==> config.mk <==
export PLATFORM = sky130hd
export DESIGN_NAME = legv8_cache_controller_flat
export DESIGN_NICKNAME = d
export VERILOG_FILES = /design/src/rtl/legv8_cache_pkg.sv /design/src/rtl/legv8_cache_controller_if.sv /design/src/rtl/legv8_cache_stats.sv /design/src/rtl/legv8_cache_controller.sv /design/src/flat_wrapper.sv
export SDC_FILE = /design/constraint.sdc
export NUM_CORES = 1
export LEC_CHECK = 0
export ABC_AREA = 1
export CAP_MARGIN = 20
export CORE_MARGIN = 2
export CORE_UTILIZATION = 43
export CTS_CLUSTER_DIAMETER = 60
export DETAILED_ROUTE_END_ITERATION = 16
export HOLD_SLACK_MARGIN = 0.08
export PLACE_DENSITY_LB_ADDON = 0.3
export REMOVE_ABC_BUFFERS = 1
export SLEW_MARGIN = 20
export SYNTH_ARGS = -nofsm -noshare
export SYNTH_HDL_FRONTEND = slang
export SYNTH_SLANG_ARGS = --single-unit
==> constraint.sdc <==
create_clock -name clk -period 2.4 [get_ports clk]
set_input_delay 0.48 -clock clk [delete_from_list [all_inputs] [get_ports clk]]
set_output_delay 0.48 -clock clk [all_outputs]
set_load 0.05 [all_outputs]
==> src/rtl/legv8_cache_pkg.sv <==
// Shared types and default widths for the LEGv8 cache controller slice.
package legv8_cache_pkg;

  localparam int unsigned ADDR_W_DEF   = 64;
  localparam int unsigned INDEX_W_DEF  = 5;
  localparam int unsigned OFFSET_W_DEF = 2;
  localparam int unsigned TAG_W_DEF    = ADDR_W_DEF - INDEX_W_DEF - OFFSET_W_DEF;
  localparam int unsigned TMO_W        = 8;
  localparam int unsigned STAT_W       = 32;

  typedef enum logic [2:0] {
    ST_IDLE   = 3'd0,
    ST_LOOKUP = 3'd1,
    ST_MEM    = 3'd2,
    ST_FILL   = 3'd3,
    ST_RESP   = 3'd4
  } state_e;

endpackage

==> src/rtl/legv8_cache_controller_if.sv <==
// CPU, cache-set and memory handshake bundle; master = controller side.
interface legv8_cache_controller_if
  import legv8_cache_pkg::*;
#(
  parameter int unsigned ADDR_W   = ADDR_W_DEF,
  parameter int unsigned INDEX_W  = INDEX_W_DEF,
  parameter int unsigned OFFSET_W = OFFSET_W_DEF
);

  localparam int unsigned TAG_W = ADDR_W - OFFSET_W - INDEX_W;

  logic               cpu_req;
  logic [ADDR_W-1:0]  cpu_addr;
  logic               cpu_ready;
  logic               cpu_hit;
  logic               cpu_err;
  logic               busy;

  logic [INDEX_W-1:0] set_index;
  logic [TAG_W-1:0]   set_tag;
  logic               set_write;
  logic               set_hit;

  logic               mem_req;
  logic [ADDR_W-1:0]  mem_addr;
  logic               mem_ack;

  modport master (
    input  cpu_req, cpu_addr, set_hit, mem_ack,
    output cpu_ready, cpu_hit, cpu_err, busy,
    output set_index, set_tag, set_write,
    output mem_req, mem_addr
  );

  modport slave (
    output cpu_req, cpu_addr, set_hit, mem_ack,
    input  cpu_ready, cpu_hit, cpu_err, busy,
    input  set_index, set_tag, set_write,
    input  mem_req, mem_addr
  );

endinterface

==> src/rtl/legv8_cache_stats.sv <==
// Saturating hit/miss counters sampled on the CPU response pulse.
// Only instantiated when LEGV8_CACHE_STATS_EN is defined.
module legv8_cache_stats
  import legv8_cache_pkg::*;
(
  input  logic              clk,
  input  logic              rst,
  input  logic              rsp_valid,
  input  logic              rsp_hit,
  input  logic              rsp_err,
  output logic [STAT_W-1:0] hit_count,
  output logic [STAT_W-1:0] miss_count
);

  logic [STAT_W-1:0] hit_count_q, hit_count_d;
  logic [STAT_W-1:0] miss_count_q, miss_count_d;

  always_comb begin
    hit_count_d  = hit_count_q;
    miss_count_d = miss_count_q;
    if (rsp_valid && rsp_hit && (hit_count_q != '1)) begin
      hit_count_d = hit_count_q + STAT_W'(1);
    end
    // Timeouts are neither hits nor misses.
    if (rsp_valid && !rsp_hit && !rsp_err && (miss_count_q != '1)) begin
      miss_count_d = miss_count_q + STAT_W'(1);
    end
  end

  always_ff @(posedge clk or negedge rst) begin
    if (!rst) begin
      hit_count_q  <= '0;
      miss_count_q <= '0;
    end else begin
      hit_count_q  <= hit_count_d;
      miss_count_q <= miss_count_d;
    end
  end

  assign hit_count  = hit_count_q;
  assign miss_count = miss_count_q;

endmodule

==> src/rtl/legv8_cache_controller.sv <==
// LEGv8 cache sequencing controller: lookup, miss fetch, tag fill, CPU response.
// Optional hit/miss statistics ports under LEGV8_CACHE_STATS_EN.
module legv8_cache_controller
  import legv8_cache_pkg::*;
#(
  parameter int unsigned ADDR_W      = ADDR_W_DEF,
  parameter int unsigned INDEX_W     = INDEX_W_DEF,
  parameter int unsigned OFFSET_W    = OFFSET_W_DEF,
  parameter int unsigned MEM_TIMEOUT = 255
) (
  input  logic                      clk,
  input  logic                      rst,
  legv8_cache_controller_if.master  bus
`ifdef LEGV8_CACHE_STATS_EN
  ,
  output logic [STAT_W-1:0]         hit_count,
  output logic [STAT_W-1:0]         miss_count
`endif
);

  localparam int unsigned TAG_W = ADDR_W - OFFSET_W - INDEX_W;
  localparam logic [ADDR_W-1:0] BLOCK_MASK = ~(ADDR_W'((64'd1 << OFFSET_W) - 64'd1));
  localparam logic [TMO_W-1:0]  TMO_LIMIT  = TMO_W'(MEM_TIMEOUT);

  state_e            state_q, state_d;
  logic [ADDR_W-1:0] addr_q, addr_d;
  logic              hit_q, hit_d;
  logic              err_q, err_d;
  logic [TMO_W-1:0]  cnt_q, cnt_d;
  logic [TMO_W-1:0]  cnt_inc;

  logic cpu_ready_q, cpu_ready_d;
  logic cpu_hit_q, cpu_hit_d;
  logic cpu_err_q, cpu_err_d;
  logic busy_q, busy_d;
  logic mem_req_q, mem_req_d;
  logic set_write_q, set_write_d;

  assign cnt_inc = cnt_q + TMO_W'(1);

  // Next-state logic; outputs are registered from the next state so each
  // output is high exactly in the cycles its state is occupied.
  always_comb begin
    state_d = state_q;
    addr_d  = addr_q;
    hit_d   = hit_q;
    err_d   = err_q;
    cnt_d   = cnt_q;

    unique case (state_q)
      ST_IDLE: begin
        if (bus.cpu_req) begin
          addr_d  = bus.cpu_addr;
          hit_d   = 1'b0;
          err_d   = 1'b0;
          state_d = ST_LOOKUP;
        end
      end
      ST_LOOKUP: begin
        if (bus.set_hit) begin
          hit_d   = 1'b1;
          state_d = ST_RESP;
        end else begin
          cnt_d   = '0;
          state_d = ST_MEM;
        end
      end
      ST_MEM: begin
        // A completing ack wins over a timeout landing in the same cycle.
        if (bus.mem_ack) begin
          state_d = ST_FILL;
        end else begin
          cnt_d = cnt_inc;
          if (cnt_inc == TMO_LIMIT) begin
            err_d   = 1'b1;
            state_d = ST_RESP;
          end
        end
      end
      ST_FILL: begin
        state_d = ST_RESP;
      end
      ST_RESP: begin
        state_d = ST_IDLE;
      end
      default: begin
        state_d = ST_IDLE;
      end
    endcase

    cpu_ready_d = (state_d == ST_RESP);
    cpu_hit_d   = (state_d == ST_RESP) && hit_d;
    cpu_err_d   = (state_d == ST_RESP) && err_d;
    busy_d      = (state_d != ST_IDLE);
    mem_req_d   = (state_d == ST_MEM);
    set_write_d = (state_d == ST_FILL);
  end

  always_ff @(posedge clk or negedge rst) begin
    if (!rst) begin
      state_q     <= ST_IDLE;
      addr_q      <= '0;
      hit_q       <= 1'b0;
      err_q       <= 1'b0;
      cnt_q       <= '0;
      cpu_ready_q <= 1'b0;
      cpu_hit_q   <= 1'b0;
      cpu_err_q   <= 1'b0;
      busy_q      <= 1'b0;
      mem_req_q   <= 1'b0;
      set_write_q <= 1'b0;
    end else begin
      state_q     <= state_d;
      addr_q      <= addr_d;
      hit_q       <= hit_d;
      err_q       <= err_d;
      cnt_q       <= cnt_d;
      cpu_ready_q <= cpu_ready_d;
      cpu_hit_q   <= cpu_hit_d;
      cpu_err_q   <= cpu_err_d;
      busy_q      <= busy_d;
      mem_req_q   <= mem_req_d;
      set_write_q <= set_write_d;
    end
  end

  // Set lookup fields and fetch address are slices of the captured address.
  assign bus.set_index = addr_q[OFFSET_W +: INDEX_W];
  assign bus.set_tag   = addr_q[ADDR_W-1 -: TAG_W];
  assign bus.mem_addr  = addr_q & BLOCK_MASK;

  assign bus.cpu_ready = cpu_ready_q;
  assign bus.cpu_hit   = cpu_hit_q;
  assign bus.cpu_err   = cpu_err_q;
  assign bus.busy      = busy_q;
  assign bus.mem_req   = mem_req_q;
  assign bus.set_write = set_write_q;

`ifdef LEGV8_CACHE_STATS_EN
  legv8_cache_stats u_stats (
    .clk        (clk),
    .rst        (rst),
    .rsp_valid  (cpu_ready_q),
    .rsp_hit    (cpu_hit_q),
    .rsp_err    (cpu_err_q),
    .hit_count  (hit_count),
    .miss_count (miss_count)
  );
`endif

endmodule

==> src/flat_wrapper.sv <==
// flat-port wrapper written by rule: the top's interface ports become plain ports
module legv8_cache_controller_flat import legv8_cache_pkg::*;
#(
  parameter int unsigned ADDR_W      = ADDR_W_DEF,
  parameter int unsigned INDEX_W     = INDEX_W_DEF,
  parameter int unsigned OFFSET_W    = OFFSET_W_DEF,
  parameter int unsigned MEM_TIMEOUT = 255
)
  (clk, rst, bus_cpu_req, bus_cpu_addr, bus_set_hit, bus_mem_ack, bus_cpu_ready, bus_cpu_hit, bus_cpu_err, bus_busy, bus_set_index, bus_set_tag, bus_set_write, bus_mem_req, bus_mem_addr);
  legv8_cache_controller_if #(.ADDR_W(ADDR_W), .INDEX_W(INDEX_W), .OFFSET_W(OFFSET_W)) bus_i ();
  input  logic clk;
  input  logic rst;
  input wire logic [$bits(bus_i.cpu_req)-1:0] bus_cpu_req;
  input wire logic [$bits(bus_i.cpu_addr)-1:0] bus_cpu_addr;
  input wire logic [$bits(bus_i.set_hit)-1:0] bus_set_hit;
  input wire logic [$bits(bus_i.mem_ack)-1:0] bus_mem_ack;
  output wire logic [$bits(bus_i.cpu_ready)-1:0] bus_cpu_ready;
  output wire logic [$bits(bus_i.cpu_hit)-1:0] bus_cpu_hit;
  output wire logic [$bits(bus_i.cpu_err)-1:0] bus_cpu_err;
  output wire logic [$bits(bus_i.busy)-1:0] bus_busy;
  output wire logic [$bits(bus_i.set_index)-1:0] bus_set_index;
  output wire logic [$bits(bus_i.set_tag)-1:0] bus_set_tag;
  output wire logic [$bits(bus_i.set_write)-1:0] bus_set_write;
  output wire logic [$bits(bus_i.mem_req)-1:0] bus_mem_req;
  output wire logic [$bits(bus_i.mem_addr)-1:0] bus_mem_addr;
  assign bus_i.cpu_req = bus_cpu_req;
  assign bus_i.cpu_addr = bus_cpu_addr;
  assign bus_i.set_hit = bus_set_hit;
  assign bus_i.mem_ack = bus_mem_ack;
  assign bus_cpu_ready = bus_i.cpu_ready;
  assign bus_cpu_hit = bus_i.cpu_hit;
  assign bus_cpu_err = bus_i.cpu_err;
  assign bus_busy = bus_i.busy;
  assign bus_set_index = bus_i.set_index;
  assign bus_set_tag = bus_i.set_tag;
  assign bus_set_write = bus_i.set_write;
  assign bus_mem_req = bus_i.mem_req;
  assign bus_mem_addr = bus_i.mem_addr;
  legv8_cache_controller #(.ADDR_W(ADDR_W), .INDEX_W(INDEX_W), .OFFSET_W(OFFSET_W), .MEM_TIMEOUT(MEM_TIMEOUT)) u_core (.clk(clk), .rst(rst), .bus(bus_i));
endmodule
==> results by group <==
Clocking
  • H-tree depth reported by CTS: 3
  • Cts hold-fix bufs: 0
  • Cts repair resizes: 0
  • Number of sinks on the clock net: between 80 and 90
  • Number of buffers created by CTS: 9
  • Cell at the root of the clock tree: clkbuf_8
  • TritonCTS clock tree: done
  • Number of buffers on the longest clock path: 2
  • Reg clk slew, reported paths: roughly 0.080 ns
  • Postcts setup bufs: 0
  • Clock latency on the worst-skew pair: ~0.33 ns

Worst setup path
  • Worst Setup Start Kind: flip-flop
  • Data required time at the worst endpoint: about 1.9 ns
  • Destination of the critical timing path: bus_mem_addr[17]
  • Worst path cell trace: clkdlybuf4s50_1
  • Cells on worst reg2reg path: 12
  • Category of the most critical setup path: reg2out
  • Number of gates on the worst path with buffers counted: 1
  • Worst flop-to-flop path startpoint: u_core.cnt_q[1]$_DFFE_PN0P_
  • Number of buffer and inverter instances along the worst setup path: 1
  • Library cell contributing the largest single delay on the critical path: clkdlybuf4s50_1
  • Endpoint of the worst-slack reg-to-reg timing path: u_core.bus.busy$_DFF_PN0_
  • Critical Path Fanout Max: 3
  • Highest cell delay on the worst timing path: between 0.8 and 0.9 ns
  • Arr. time, crit path: about 1.6 ns
  • CP delay by family, top: buffers and inverters
  • Crit path launch: u_core.addr_q[17]$_DFFE_PN0P_
  • Register-to-register setup slack: 0.64 ns
  • Crit. End Element: output pin

STA
  • Slew headroom: around 63%
  • Final Skew: roughly 0.0077 ns
  • Slew @ Worst Pin: between 0.5 and 0.6 ns
  • Final Slew Violations: 0
  • Slack of the critical path: 0.352 ns
  • Setup repair after global routing missed its margin: false
  • Setup_tns: 0 ns
  • Tcrit/Tclk final: 85.4%
  • Final-report setup violation count: 0
  • Min Tclk post-route: around 2 ns
  • Top achievable clock speed: approximately 0.49 GHz
  • Hold violation count in the final report: 0

Cells and area
  • Area of all placed cells without fillers: 0.00562 mm^2
  • Nets@finish: between 600 and 700
  • Layout Area Growth over Synthesis: 47.2%
  • Non-Filler Instances: a little over 700
  • Layout cell share with drive strength beyond 1: ~6%
  • Antenna Diode Count: 0
  • Final-layout fill cell count: about 730
  • Most frequent standard cell in the layout excluding fill and tap cells: nand2_1
  • Commonest cells after routing, fill and taps aside: nand2_1, clkdlybuf4s50_1, dfrtp_1

Placement
  • Post-place setup slack: 0.470 ns
  • Placed cell area: approximately 0.0054 mm^2
  • Estimated wirelength of the detail-placed design: 7620 um
  • Routability Congestion: approximately 0.8
  • Port Buf Inserts: between 150 and 200
  • Post-placement cell count: around 690

GRT
  • Wire length of the first global-routing pass: 16000 um
  • Number of global-route vias before repair: between 3000 and 4000
  • All-layer global routing usage: between 20% and 30%
  • Initial antenna violation count: 0
  • Maximum number of pins on one net before global-route repair: between 50 and 60
  • Remaining global-route overflow: 0

Synth
  • Number of cells produced by synthesis: ~460
  • Synthesized-area fraction occupied by xor and xnor cells: less than 1%
  • Area share of the largest cell type after synthesis: around 53%
  • Library cell occupying the most area in the post-synthesis netlist: dfrtp_1
  • Share of the synthesized area in compound gates (AO/OA/AOI/OAI): 2.16%
  • Avg Synthesized Cell Area: about 8.3 um^2
  • Combinational family with the most area after synthesis: simple AND/OR/NAND/NOR gates
  • Multiplexer fraction of the synthesized cell area: 0%
  • Post-Synthesis Cell Area: ~0.0038 mm^2
  • Part of the Yosys area used for sequential elements: between 50% and 60%
  • Number of unique standard cell types used by synthesis: 21
  • Syn. warnings: 0
  • Fraction of the mapped netlist area in adder cells: 0.656%
  • Basic-gate share of the synthesized area counting and, or, nand and nor cells: about 27%
  • Flip-flop and latch count after synthesis: between 80 and 90
  • Cell types occupying the most area after synthesis: dfrtp_1, nand2_1, buf_4, inv_1, clkbuf_1

Detailed routing
  • Final wirelength: ~10000 um
  • Number of DRC markers after the initial detailed-route iteration: 141
  • DR vias: approximately 3300
  • Post-DRT Antenna Nets: 0
  • Routed length per instance: 14.1 um
  • Vias per Instance: approximately 4.7
  • Residual DRC: 0
  • Number of iterations in the first detailed-routing pass: 4

Min path
  • Type of the most critical hold path: in2async

Flow run
  • Max cap viols: 0

Status
  • Status: completed

Floorplan
  • Full die area: 0.00964 mm^2
  • Placeable Area: around 0.0087 mm^2
  • Die height: between 90 and 100 um
  • Horiz. Die Dim: between 90 and 100 um
  • Std-Cell Rows: 34
  • Number of I/O pins: ~200
  • Initial standard-cell utilization of the core: a little over two fifths
## layout make-up
class	instances	area (um^2)	area share, %
timing repair buffer	200	2030	36.1
multi-input combinational	279	1170	20.8
clock buffer	10	138	2.45
inverter	24	90.1	1.60
tap	108	135	2.41
clock inverter	5	32.5	0.579
sequential	81	2030	36.1
## routing by layer
metal | up-vias | global-route usage, % | share of wire (%)
met1 | 1537 | 25.1 | 40
met5 | - | 0 | 0
met4 | 0 | 8.32 | 2.5
met2 | 140 | 35.5 | 51
li1 | 1599 | - | -
met3 | 21 | 4.51 | 6.9
## cell usage after synthesis
cell type and instances:
nand2_1 226, dfrtp_1 81, buf_4 65, inv_1 22
clkbuf_1 12, nor2_1 12, nand2_2 6, o22ai_1 6
o21ai_0 5, a21oi_1 4, nand3_1 3, nand4_1 3
nor2_2 3, ha_1 2, inv_2 2, nand3_2 2
nor2_4 2, xor2_1 2, buf_2 1, conb_1 1
nor3_1 1
## registers in the layout, summed over array words and instances, names as in the netlist
| name | count |
|---|---|
| u_core.state_q | 3 |
| u_core.bus.cpu_err | 1 |
| u_core.cnt_q | 8 |
| u_core.err_q | 1 |
| u_core.bus.set_write | 1 |
| u_core.hit_q | 1 |
| u_core.bus.mem_req | 1 |
| u_core.bus.cpu_hit | 1 |
| u_core.addr_q | 62 |
| u_core.bus.busy | 1 |
| u_core.bus.cpu_ready | 1 |
## through the flow
stage	utilization (%)	hold WS (ns)
5_1_grt	64.7	0.117
4_1_cts	64.7	0.110
3_3_place_gp	62.7	0.468
2_1_floorplan	-	0.184
3_5_place_dp	62.7	0.481
6_report	64.7	0.0956
## how the worst min path moves through the flow
stage / endpoint / cells past startpoint
5_1_grt: u_core.err_q$_DFF_PN0_ / 1
6_report: u_core.err_q$_DFF_PN0_ / 1
4_1_cts: u_core.err_q$_DFF_PN0_ / 1
3_5_place_dp: u_core.err_q$_DFF_PN0_ / 1
3_3_place_gp: u_core.err_q$_DFF_PN0_ / 1
2_1_floorplan: u_core.addr_q[10]$_DFFE_PN0P_ / 0
## kinds of logic (layout without fill, tap and decap cells)
group	after synthesis	after routing
fa+ha+maj	2	2
compound gates	15	15
other cells	1	2
buf+inv	102	239
flops	81	81
simple gates	258	258
xor+xnor	2	2
Power is not shown: default switching activity piles up to over one toggle a cycle in this logic, so the estimate is an artifact.
